===== config.mk =====
export PLATFORM = sky130hd
export DESIGN_NAME = tlb_flat
export DESIGN_NICKNAME = d
export VERILOG_FILES = /design/src/rtl/mmu_pkg.sv /design/src/rtl/tlb_if.sv /design/src/rtl/tlb_cam.sv /design/src/rtl/tlb.sv /design/src/flat_wrapper.sv
export SDC_FILE = /design/constraint.sdc
export NUM_CORES = 2
export LEC_CHECK = 0
export CORE_MARGIN = 2
export CORE_UTILIZATION = 58
export CTS_CLUSTER_DIAMETER = 50
export DETAILED_ROUTE_END_ITERATION = 10
export PLACE_DENSITY = 0.8
export SLEW_MARGIN = 10
export SYNTH_ARGS = -nofsm -noshare
export SYNTH_HDL_FRONTEND = slang
export SYNTH_SLANG_ARGS = --single-unit
export TNS_END_PERCENT = 30

===== constraint.sdc =====
create_clock -name clk -period 7.51 [get_ports clk]
set_input_delay 1.502 -clock clk [delete_from_list [all_inputs] [get_ports clk]]
set_output_delay 1.502 -clock clk [all_outputs]
set_load 0.02 [all_outputs]

===== src/rtl/mmu_pkg.sv =====
// Types shared by the TLBs and the MMU page walker.
package mmu_pkg;

    localparam int PAGE_OFFSET_BITS = 12;
    localparam int VPN_BITS         = 36;
    localparam int PPN_BITS         = 52;

    // RISC-V style DAGUXWRV, bit 7 down to bit 0
    typedef struct packed {
        logic dirty;
        logic accessed;
        logic glbl;
        logic user;
        logic exec;
        logic write;
        logic read;
        logic valid;
    } tlb_perm_bits;

    typedef enum logic [1:0] {
        TLB_IDLE,
        TLB_WALK,
        TLB_RESP
    } tlb_state_t;

    function automatic logic tlb_fault(tlb_perm_bits p, logic wr, logic ex);
        return !p.valid | (wr & !p.write) | (ex & !p.exec) | (!wr & !ex & !p.read);
    endfunction

endpackage


===== src/rtl/tlb_if.sv =====
// Requester, walker and control signals of one TLB instance.
interface tlb_if;
    import mmu_pkg::*;

    logic         req_valid;
    logic [63:0]  req_addr;
    logic         req_write;
    logic         req_exec;
    logic         resp_valid;
    logic [63:0]  resp_addr;
    tlb_perm_bits resp_perms;
    logic         resp_fault;
    logic         walk_req_valid;
    logic [63:0]  walk_req_addr;
    logic         walk_resp_valid;
    logic [63:0]  walk_resp_addr;
    tlb_perm_bits walk_resp_perms;
    logic [63:0]  root_pt_addr;
    logic         flush;

    modport slave (
        input  req_valid, req_addr, req_write, req_exec,
        output resp_valid, resp_addr, resp_perms, resp_fault,
        output walk_req_valid, walk_req_addr,
        input  walk_resp_valid, walk_resp_addr, walk_resp_perms,
        input  root_pt_addr, flush
    );

    modport master (
        output req_valid, req_addr, req_write, req_exec,
        input  resp_valid, resp_addr, resp_perms, resp_fault,
        input  walk_req_valid, walk_req_addr,
        output walk_resp_valid, walk_resp_addr, walk_resp_perms,
        output root_pt_addr, flush
    );

endinterface


===== src/rtl/tlb_cam.sv =====
// Fully associative entry store: parallel tag match, one write port, clear-all.
module tlb_cam
    import mmu_pkg::*;
#(
    parameter  int ENTRIES = 8,
    localparam int IDX_W   = $clog2(ENTRIES)
) (
    input  logic                clk,
    input  logic                reset,
    input  logic [VPN_BITS-1:0] lookup_vpn,
    output logic                hit,
    output logic [PPN_BITS-1:0] hit_ppn,
    output tlb_perm_bits        hit_perms,
    input  logic                wr_en,
    input  logic [IDX_W-1:0]    wr_idx,
    input  logic [VPN_BITS-1:0] wr_vpn,
    input  logic [PPN_BITS-1:0] wr_ppn,
    input  tlb_perm_bits        wr_perms,
    input  logic                clear_all
);

    logic [ENTRIES-1:0]               valid;
    logic [ENTRIES-1:0][VPN_BITS-1:0] vpn;
    logic [ENTRIES-1:0][PPN_BITS-1:0] ppn;
    logic [ENTRIES-1:0][7:0]          perms;
    logic [7:0]                       perms_or;

    always_ff @(posedge clk) begin
        for (int i = 0; i < ENTRIES; i++) begin
            if (!reset || clear_all)
                valid[i] <= 1'b0;
            else if (wr_en && wr_idx == IDX_W'(i))
                valid[i] <= 1'b1;
        end
    end

    always_ff @(posedge clk) begin
        for (int i = 0; i < ENTRIES; i++) begin
            if (wr_en && wr_idx == IDX_W'(i)) begin
                vpn[i]   <= wr_vpn;
                ppn[i]   <= wr_ppn;
                perms[i] <= wr_perms;
            end
        end
    end

    // At most one entry matches, so an AND-OR mux is sufficient.
    always_comb begin
        hit      = 1'b0;
        hit_ppn  = '0;
        perms_or = '0;
        for (int i = 0; i < ENTRIES; i++) begin
            if (valid[i] && vpn[i] == lookup_vpn) begin
                hit      = 1'b1;
                hit_ppn  = hit_ppn | ppn[i];
                perms_or = perms_or | perms[i];
            end
        end
    end

    assign hit_perms = tlb_perm_bits'(perms_or);

endmodule


===== src/rtl/tlb.sv =====
// TLB control: lookup/walk/respond FSM, round-robin victim, root tracking, faults.
module tlb
    import mmu_pkg::*;
#(
    parameter int ENTRIES = 8
) (
    input logic  clk,
    input logic  reset,
    tlb_if.slave bus
);

    localparam int IDX_W = $clog2(ENTRIES);

    tlb_state_t          state;
    logic [IDX_W-1:0]    victim_ptr;
    logic [63:0]         last_root;
    logic [63:0]         walk_root;
    logic                hit;
    logic [PPN_BITS-1:0] hit_ppn;
    tlb_perm_bits        hit_perms;
    tlb_perm_bits        walk_perms;
    logic                inval;
    logic                abort;
    logic                install;
    logic                unused_walk_lo;

    assign walk_perms     = bus.walk_resp_perms;
    assign inval          = bus.flush || (bus.root_pt_addr != last_root);
    assign abort          = inval || (bus.root_pt_addr != walk_root);
    assign install        = (state == TLB_WALK) && bus.walk_resp_valid && walk_perms.valid && !abort;
    assign unused_walk_lo = ^bus.walk_resp_addr[PAGE_OFFSET_BITS-1:0];

    tlb_cam #(.ENTRIES(ENTRIES)) u_cam (
        .clk        (clk),
        .reset      (reset),
        .lookup_vpn (bus.req_addr[47:12]),
        .hit        (hit),
        .hit_ppn    (hit_ppn),
        .hit_perms  (hit_perms),
        .wr_en      (install),
        .wr_idx     (victim_ptr),
        .wr_vpn     (bus.walk_req_addr[47:12]),
        .wr_ppn     (bus.walk_resp_addr[63:12]),
        .wr_perms   (walk_perms),
        .clear_all  (inval)
    );

    always_ff @(posedge clk) begin
        if (!reset) begin
            state              <= TLB_IDLE;
            victim_ptr         <= '0;
            last_root          <= '0;
            walk_root          <= '0;
            bus.resp_valid     <= 1'b0;
            bus.resp_addr      <= '0;
            bus.resp_perms     <= '0;
            bus.resp_fault     <= 1'b0;
            bus.walk_req_valid <= 1'b0;
            bus.walk_req_addr  <= '0;
        end else begin
            last_root      <= bus.root_pt_addr;
            bus.resp_valid <= 1'b0;
            unique case (state)
                TLB_IDLE: begin
                    if (bus.req_valid) begin
                        // Entries being invalidated this edge must not hit.
                        if (hit && !inval) begin
                            bus.resp_valid <= 1'b1;
                            bus.resp_addr  <= {hit_ppn, bus.req_addr[PAGE_OFFSET_BITS-1:0]};
                            bus.resp_perms <= hit_perms;
                            bus.resp_fault <= tlb_fault(hit_perms, bus.req_write, bus.req_exec);
                            state          <= TLB_RESP;
                        end else begin
                            bus.walk_req_valid <= 1'b1;
                            bus.walk_req_addr  <= bus.req_addr;
                            walk_root          <= bus.root_pt_addr;
                            state              <= TLB_WALK;
                        end
                    end
                end
                TLB_WALK: begin
                    if (abort) begin
                        // Drop the walk; IDLE re-looks up the still-held request.
                        bus.walk_req_valid <= 1'b0;
                        state              <= TLB_IDLE;
                    end else if (bus.walk_resp_valid) begin
                        bus.walk_req_valid <= 1'b0;
                        bus.resp_valid     <= 1'b1;
                        bus.resp_addr      <= {bus.walk_resp_addr[63:12],
                                               bus.walk_req_addr[PAGE_OFFSET_BITS-1:0]};
                        if (walk_perms.valid) begin
                            bus.resp_perms <= walk_perms;
                            bus.resp_fault <= tlb_fault(walk_perms, bus.req_write, bus.req_exec);
                            victim_ptr     <= (victim_ptr == IDX_W'(ENTRIES - 1)) ? '0 : victim_ptr + 1'b1;
                        end else begin
                            bus.resp_perms <= '0;
                            bus.resp_fault <= 1'b1;
                        end
                        state <= TLB_RESP;
                    end
                end
                TLB_RESP: state <= TLB_IDLE;
                default:  state <= TLB_IDLE;
            endcase
        end
    end

endmodule


===== src/flat_wrapper.sv =====
// flat-port wrapper written by rule: the top's interface ports become plain ports
module tlb_flat import mmu_pkg::*;
#(
    parameter int ENTRIES = 8
)
  (clk, reset, bus_req_valid, bus_req_addr, bus_req_write, bus_req_exec, bus_resp_valid, bus_resp_addr, bus_resp_perms, bus_resp_fault, bus_walk_req_valid, bus_walk_req_addr, bus_walk_resp_valid, bus_walk_resp_addr, bus_walk_resp_perms, bus_root_pt_addr, bus_flush);
  tlb_if bus_i ();
  input logic clk;
  input logic reset;
  input wire logic [$bits(bus_i.req_valid)-1:0] bus_req_valid;
  input wire logic [$bits(bus_i.req_addr)-1:0] bus_req_addr;
  input wire logic [$bits(bus_i.req_write)-1:0] bus_req_write;
  input wire logic [$bits(bus_i.req_exec)-1:0] bus_req_exec;
  output wire logic [$bits(bus_i.resp_valid)-1:0] bus_resp_valid;
  output wire logic [$bits(bus_i.resp_addr)-1:0] bus_resp_addr;
  output wire logic [$bits(bus_i.resp_perms)-1:0] bus_resp_perms;
  output wire logic [$bits(bus_i.resp_fault)-1:0] bus_resp_fault;
  output wire logic [$bits(bus_i.walk_req_valid)-1:0] bus_walk_req_valid;
  output wire logic [$bits(bus_i.walk_req_addr)-1:0] bus_walk_req_addr;
  input wire logic [$bits(bus_i.walk_resp_valid)-1:0] bus_walk_resp_valid;
  input wire logic [$bits(bus_i.walk_resp_addr)-1:0] bus_walk_resp_addr;
  input wire logic [$bits(bus_i.walk_resp_perms)-1:0] bus_walk_resp_perms;
  input wire logic [$bits(bus_i.root_pt_addr)-1:0] bus_root_pt_addr;
  input wire logic [$bits(bus_i.flush)-1:0] bus_flush;
  assign bus_i.req_valid = bus_req_valid;
  assign bus_i.req_addr = bus_req_addr;
  assign bus_i.req_write = bus_req_write;
  assign bus_i.req_exec = bus_req_exec;
  assign bus_resp_valid = bus_i.resp_valid;
  assign bus_resp_addr = bus_i.resp_addr;
  assign bus_resp_perms = bus_i.resp_perms;
  assign bus_resp_fault = bus_i.resp_fault;
  assign bus_walk_req_valid = bus_i.walk_req_valid;
  assign bus_walk_req_addr = bus_i.walk_req_addr;
  assign bus_i.walk_resp_valid = bus_walk_resp_valid;
  assign bus_i.walk_resp_addr = bus_walk_resp_addr;
  assign bus_i.walk_resp_perms = bus_walk_resp_perms;
  assign bus_i.root_pt_addr = bus_root_pt_addr;
  assign bus_i.flush = bus_flush;
  tlb #(.ENTRIES(ENTRIES)) u_core (.clk(clk), .reset(reset), .bus(bus_i));
endmodule

### Word level (Yosys, flattened, before mapping)

Index checks and enable logic that the tools add are counted.

| operators by class | value |
|---|---|
| $add $sub $neg | 1 |
| equality and inequality tests | 24 |
| multiplexer cells | 57 |
| bitwise gates (word level) | 29 |
| reductions and logical operators | 44 |

Operators by type and width:

| kind | number |
|---|---|
| $mux W52 | 8 |
| $or A52 B52 Y52 | 7 |
| $eq A36 B36 Y1 | 8 |
| $mux W64 | 4 |
| $ne A64 B64 Y1 | 2 |
| $pmux W64 S2 | 1 |
| $mux W8 | 13 |
| $or A8 B8 Y8 | 7 |
| $mux W1 | 21 |
| $logic_and A1 B1 Y1 | 20 |
| $pmux W8 S2 | 1 |
| $logic_not A1 Y1 | 13 |
| $eq A3 B3 Y1 const B | 4 |
| $mux W2 | 4 |
| $ne A2 B2 Y1 const B | 4 |
| $reduce_and A4 Y1 | 2 |
| $and A1 B1 Y1 | 7 |
| $eq A3 B2 Y1 const B | 2 |
| $or A1 B1 Y1 | 6 |
| $pmux W1 S2 | 3 |
| $reduce_and A5 Y1 | 1 |
| $pmux W2 S2 | 1 |
| $add A3 B1 Y3 const B | 1 |
| $eq A3 B1 Y1 const B | 1 |
| 11 further kinds | 14 |

| word-level totals | value |
|---|---|
| register bits after elaboration | 1048 |
| output and inout port bits | 139 |

### Longest topological paths before layout

| logic depth | value |
|---|---|
| word-level depth | 25 |
| depth in mapped cells | 12 |
| gate-level depth less buffers | 8 |

### By module

A second synthesis with hierarchy kept.

| second synthesis, totals | value |
|---|---|
| cell total of the unflattened synthesis | 3468 |
| area total of the unflattened synthesis | 43738.2 µm² |

Modules (own cells, without submodules):

| module | instances | cells each | area an instance (µm²) |
|---|---|---|---|
| tlb_cam | 1 | 1964 | 31348.8 |
| tlb | 1 | 1504 | 12389.4 |

### Worst setup path before layout

No wires, ideal clock.

| path | value |
|---|---|
| path type | input -> register |
| start point | input port bus_root_pt_addr[27] |
| end point | register u_core.u_cam.perms[0] (netlist name), enable pin |
| setup time | 466 ps |
| arrival time | 5657 ps |
| data required time | 7044 ps |
| slack | 1387 ps |
| stages on the path | 9 |
| path through | nor2b_1 > a2111o_1 > nor4_1 > nand4_1 > or3_1 > buf_2 > nor3_4 > buf_2 > and3_1 |

| between the ends | value |
|---|---|
| cells in the longest elaborated chain, start to end | 6 |

RTL lines:

| element | RTL line | RTL |
|---|---|---|
| from (decl) | flat_wrapper.sv:23 | `input wire logic [$bits(bus_i.root_pt_addr)-1:0] bus_root_pt_addr;` |
| $ne A64 B64 Y1 | tlb.sv:28 | `assign inval = bus.flush \|\| (bus.root_pt_addr != last_root);` |
| $logic_or A1 B1 Y1 | tlb.sv:28 |  |
| $logic_or A1 B1 Y1 (*) | tlb.sv:29 | `assign abort = inval \|\| (bus.root_pt_addr != walk_root);` |
| $logic_not A1 Y1 (*) | tlb.sv:30 | `assign install = (state == TLB_WALK) && bus.walk_resp_valid && walk_perms.valid && !abort;` |
| $logic_and A1 B1 Y1 (*) | tlb.sv:30 |  |
| $logic_and A1 B1 Y1 (*) | tlb_cam.sv:39 | `if (wr_en && wr_idx == IDX_W'(i)) begin` |
| to (signal, indexed assignment) | tlb_cam.sv:42 | `perms[i] <= wr_perms;` |
| to (decl) | tlb_cam.sv:25 | `logic [ENTRIES-1:0][7:0] perms;` |

Mark *: on every way between the ends. The rest lies on a longest branch, timed or not.
A chain may end at the register's enable or synchronous reset.

### Final worst setup path

| path | value |
|---|---|
| start point | input port bus_req_addr[46] |
| end point | register u_core.bus.resp_addr[0] |

| between the ends | value |
|---|---|
| cells in the longest elaborated chain, start to end | 13 |

RTL lines:

| element | RTL line | RTL |
|---|---|---|
| from (decl) | flat_wrapper.sv:11 | `input wire logic [$bits(bus_i.req_addr)-1:0] bus_req_addr;` |
| $eq A36 B36 Y1 | tlb_cam.sv:53 | `if (valid[i] && vpn[i] == lookup_vpn) begin` |
| $logic_and A1 B1 Y1 | tlb_cam.sv:53 |  |
| $mux W1 (7 in series) | tlb_cam.sv:53 |  |
| $mux W1 (*) | tlb_cam.sv:53 |  |
| $logic_and A1 B1 Y1 (*) | tlb.sv:67 | `if (hit && !inval) begin` |
| $ne A2 B1 Y1 (no source line) (*) | -- |  |
| $reduce_and A5 Y1 (no source line) (*) | -- |  |
| to (signal assigned) | tlb.sv:69 | `bus.resp_addr <= {hit_ppn, bus.req_addr[PAGE_OFFSET_BITS-1:0]};` |
| to (signal assigned) | tlb.sv:89 | `bus.resp_addr <= {bus.walk_resp_addr[63:12],` |
| to (decl) | tlb_if.sv:23 | `output resp_valid, resp_addr, resp_perms, resp_fault,` |

Marked as above.

==> impl_metrics.yaml <==
worst_setup_path:
  crit_required_ns: 8.01
  path_max_fanout: 19
  r2r_end: "u_core.u_cam.vpn[107]$_DFFE_PP_"
  crit_path_start_kind: "primary input"
  crit_path_end_kind: "register"
  cp.arrival_ns: 6.16
  crit_type: "primary input to register"
  crit_path_start: "bus_req_addr[46]"
  reg2reg_slack_ns: 3.01
  r2r_cells: 8
  r2r-start: "u_core.walk_root[41]$_SDFFE_PN0P_"
floorplanning:
  rows: 97
  die_area_mm2: 0.0727
  ios: 346
  die_x_um: 270
  die_y_um: 270
  core_region_area_mm2: 0.0699
  initial_core_util_pct: 58.6
global_routing:
  grt_pass1_vias: 27200
  grt.total_usage_pct: 30.9
  grt_max_degree: 107
  gr-total-overflow: 0
  antenna_found_initial: 22
  grt_pass1_wl_um: 169000
logic_synthesis:
  yosysWarnings: 0
  syn_inst: 2914
  ys_types: 61
  synthTopCellsByArea: "edfxtp_1, dfxtp_1, xnor2_1"
  ys_seq_elements: 1048
  synth.most_common_cell: "edfxtp_1"
  synth.cell_area_mm2: 0.0409
  postSynthAreaPerCell_um2: 14.0
  synth_fp_nets: 3127
  synth-async-reset-ratio_pct: 0
  synth_top_area_cell: "edfxtp_1"
  yosys.area.top_type_share_pct: 56.3
  synth_ff_type: "edfxtp_1"
  synth_edf_count: 768
  synth_common_cells: "edfxtp_1, xnor2_1, dfxtp_1, a21oi_1, nand3_1"
  synth-seq-area-share_pct: 70.0
routing:
  vias: 27300
  via_per_inst: 6.45
  drt_iter0_drc: 3187
  wl_per_cell_um: 27.1
  routed_wl_um: 115000
  drc_errors: 0
  antenna_left: 0
  dr.pass1.iters: 6
finish:
  layout-drive-gt1-share_pct: 7.40
  fillers: 4598
  nNetsFinal: 3409
  fin_area_mm2: 0.0484
  synthToLayoutAreaGrowth_pct: 18.2
  final_cells: 4233
sta:
  slew_violations: 0
  worst_slack_ns: 1.84
  max_slew_margin_pct: 19.3
  fmax_mhz: 177
  worstMarginPinSlew_ns: 1.21
  fin_tns_setup_ns: 0
  min_period_ns: 5.67
  final_hold_viol_count: 0
  skew_ns: 0.0319
  rsz0062_at_grt: "false"
  setup_violations: 0
  timing.final.crit_share_pct: 75.4
clocking:
  cts_num_sinks: 1048
  cts_resized: 0
  clockRootBuffer: "clkbuf_16"
  cts_max_path_buffers: 3
  cts_tree: "built"
  htree_levels: 3
  cts-buffers-inserted: 101
  post_cts_buffers: 0
  clk_pin_slew_ns: 0.06
  clk_latency_ns: 0.68
  ctsHoldBuffers: 0
worst_hold_path:
  whs_path_depth: 1
  holdCritStartpoint: "u_core.bus.resp_addr[62]$_SDFFE_PN0P_"
  whs_endpoint: "u_core.bus.resp_addr[62]$_SDFFE_PN0P_"
  hold_class: "register to register"
placed_design:
  dp_hpwl_um: 67600
  dp.cells: 4033
  numPortBuffers: 333
  gp_congestion: 0.908
  place_area_mm2: 0.0451
  pre_cts_slack_ns: 1.31
outcome:
  status: "completed"
pwr:
  ir_drop_mv: 0.169
  leakage_nw: 15.6
  powerDensity_mw_per_mm2: 247
  total_power_mw: 12.0
job:
  drv_cap: 0
==> power breakdown <==
part	internal, mW	leakage [nW]	total, mW	switching [mW]
logic	0.271	4.56	0.640	0.369
registers	6.26	9.47	6.34	0.0754
clock network	2.82	1.60	5.00	2.18
==> layout make-up <==
cell class	instances	area (um2)	share of cell area, %
diodes	9	22.5	0.0465
inverters	44	175	0.362
multi-input cells	1618	11300	23.2
repair buffers	383	3830	7.91
clock buffers	147	2830	5.85
well taps	940	1180	2.43
clock inverters	44	444	0.918
flip-flops and latches	1048	28700	59.2
==> logic make-up (layout without fill, tap and decap cells) <==
logic type	Yosys count	in the layout	synth area share (%)
fa+ha+maj	6	6	0.183
simple gates	548	548	7.28
buf+inv	248	618	2.70
compound gates	686	686	11.7
other cells	0	9	0
flops	1048	1048	70.0
mux	3	3	0.0734
xor+xnor	375	375	8.02
==> flip-flops by register name (all words and copies together) (netlist names), 2 cells and up <==
| signal | count |
|---|---|
| u_core.bus.resp_addr | 64 |
| u_core.bus.resp_perms | 8 |
| u_core.bus.walk_req_addr | 64 |
| u_core.last_root | 64 |
| u_core.state | 2 |
| u_core.u_cam.perms | 64 |
| u_core.u_cam.ppn | 416 |
| u_core.u_cam.valid | 8 |
| u_core.u_cam.vpn | 288 |
| u_core.victim_ptr | 3 |
| u_core.walk_root | 64 |
==> stage by stage <==
step / hold WS (ns) / utilization (%)
floorplan: 0.429 / -
global placement: 0.455 / 64.5
detailed placement: 0.467 / 64.5
CTS: 0.481 / 69.2
finish: 0.479 / 69.2
global route: 0.502 / 69.2
==> placed cells by master (no fill, tap or decap), types with 11 or more instances in the layout <==
cell type | synthesis | layout
and2_1 | 66 | 63
clkbuf_1 | 84 | 33
o221ai_1 | 11 | 11
xnor2_1 | 326 | 326
a311oi_1 | 15 | 15
a21oi_1 | 173 | 173
and3_1 | 23 | 14
edfxtp_1 | 768 | 768
nor2_1 | 74 | 74
nor2b_1 | 15 | 14
a22o_1 | 142 | 142
nand2_1 | 46 | 45
inv_1 | 43 | 39
a222oi_1 | 12 | 12
buf_4 | 18 | 40
nand3_1 | 150 | 150
dfxtp_1 | 280 | 280
nand2b_1 | 18 | 17
clkbuf_8 | 0 | 13
a22oi_1 | 35 | 35
nand4_1 | 95 | 95
xor2_1 | 49 | 49
clkbuf_16 | 0 | 101
o21ai_0 | 119 | 119
a221oi_1 | 85 | 85
a31oi_1 | 46 | 46
nor4_1 | 33 | 33
clkinv_2 | 0 | 17
clkdlybuf4s50_1 | 0 | 332
==> per-layer routing <==
| metal | GRT usage [%] | wire [um] | vias to the layer above |
|---|---|---|---|
| met5 | 0 | 143 | - |
| met4 | 12.9 | 4110 | 20 |
| met3 | 6.91 | 11900 | 267 |
| met2 | 50.4 | 55300 | 1685 |
| met1 | 40.2 | 43400 | 13600 |
| li1 | - | - | 11700 |
==> worst max path at each step <==
stage	to	slack [ns]	cells after the start
3_5_place_dp	u_core.bus.resp_addr[39]$_SDFFE_PN0P_	1.31	11
5_1_grt	u_core.bus.resp_addr[26]$_SDFFE_PN0P_	1.77	11
2_1_floorplan	u_core.u_cam.perms[0]$_DFFE_PP_	1.39	9
3_3_place_gp	u_core.bus.resp_addr[38]$_SDFFE_PN0P_	1.45	11
6_report	u_core.bus.resp_addr[0]$_SDFFE_PN0P_	1.84	9
4_1_cts	u_core.bus.resp_addr[43]$_SDFFE_PN0P_	2.00	11
==> critical path, cell delays in order <==
cell and delay, ns:
clkdlybuf4s50_1 0.99, xnor2_1 0.42, nand4_1 0.23, nor4_1 0.71, and4_2 0.80, nor4_1 0.15, nand3_2 0.41, and2_1 0.70
a311oi_1 0.22
No activity file was read; power rests on OpenSTA's default activity.
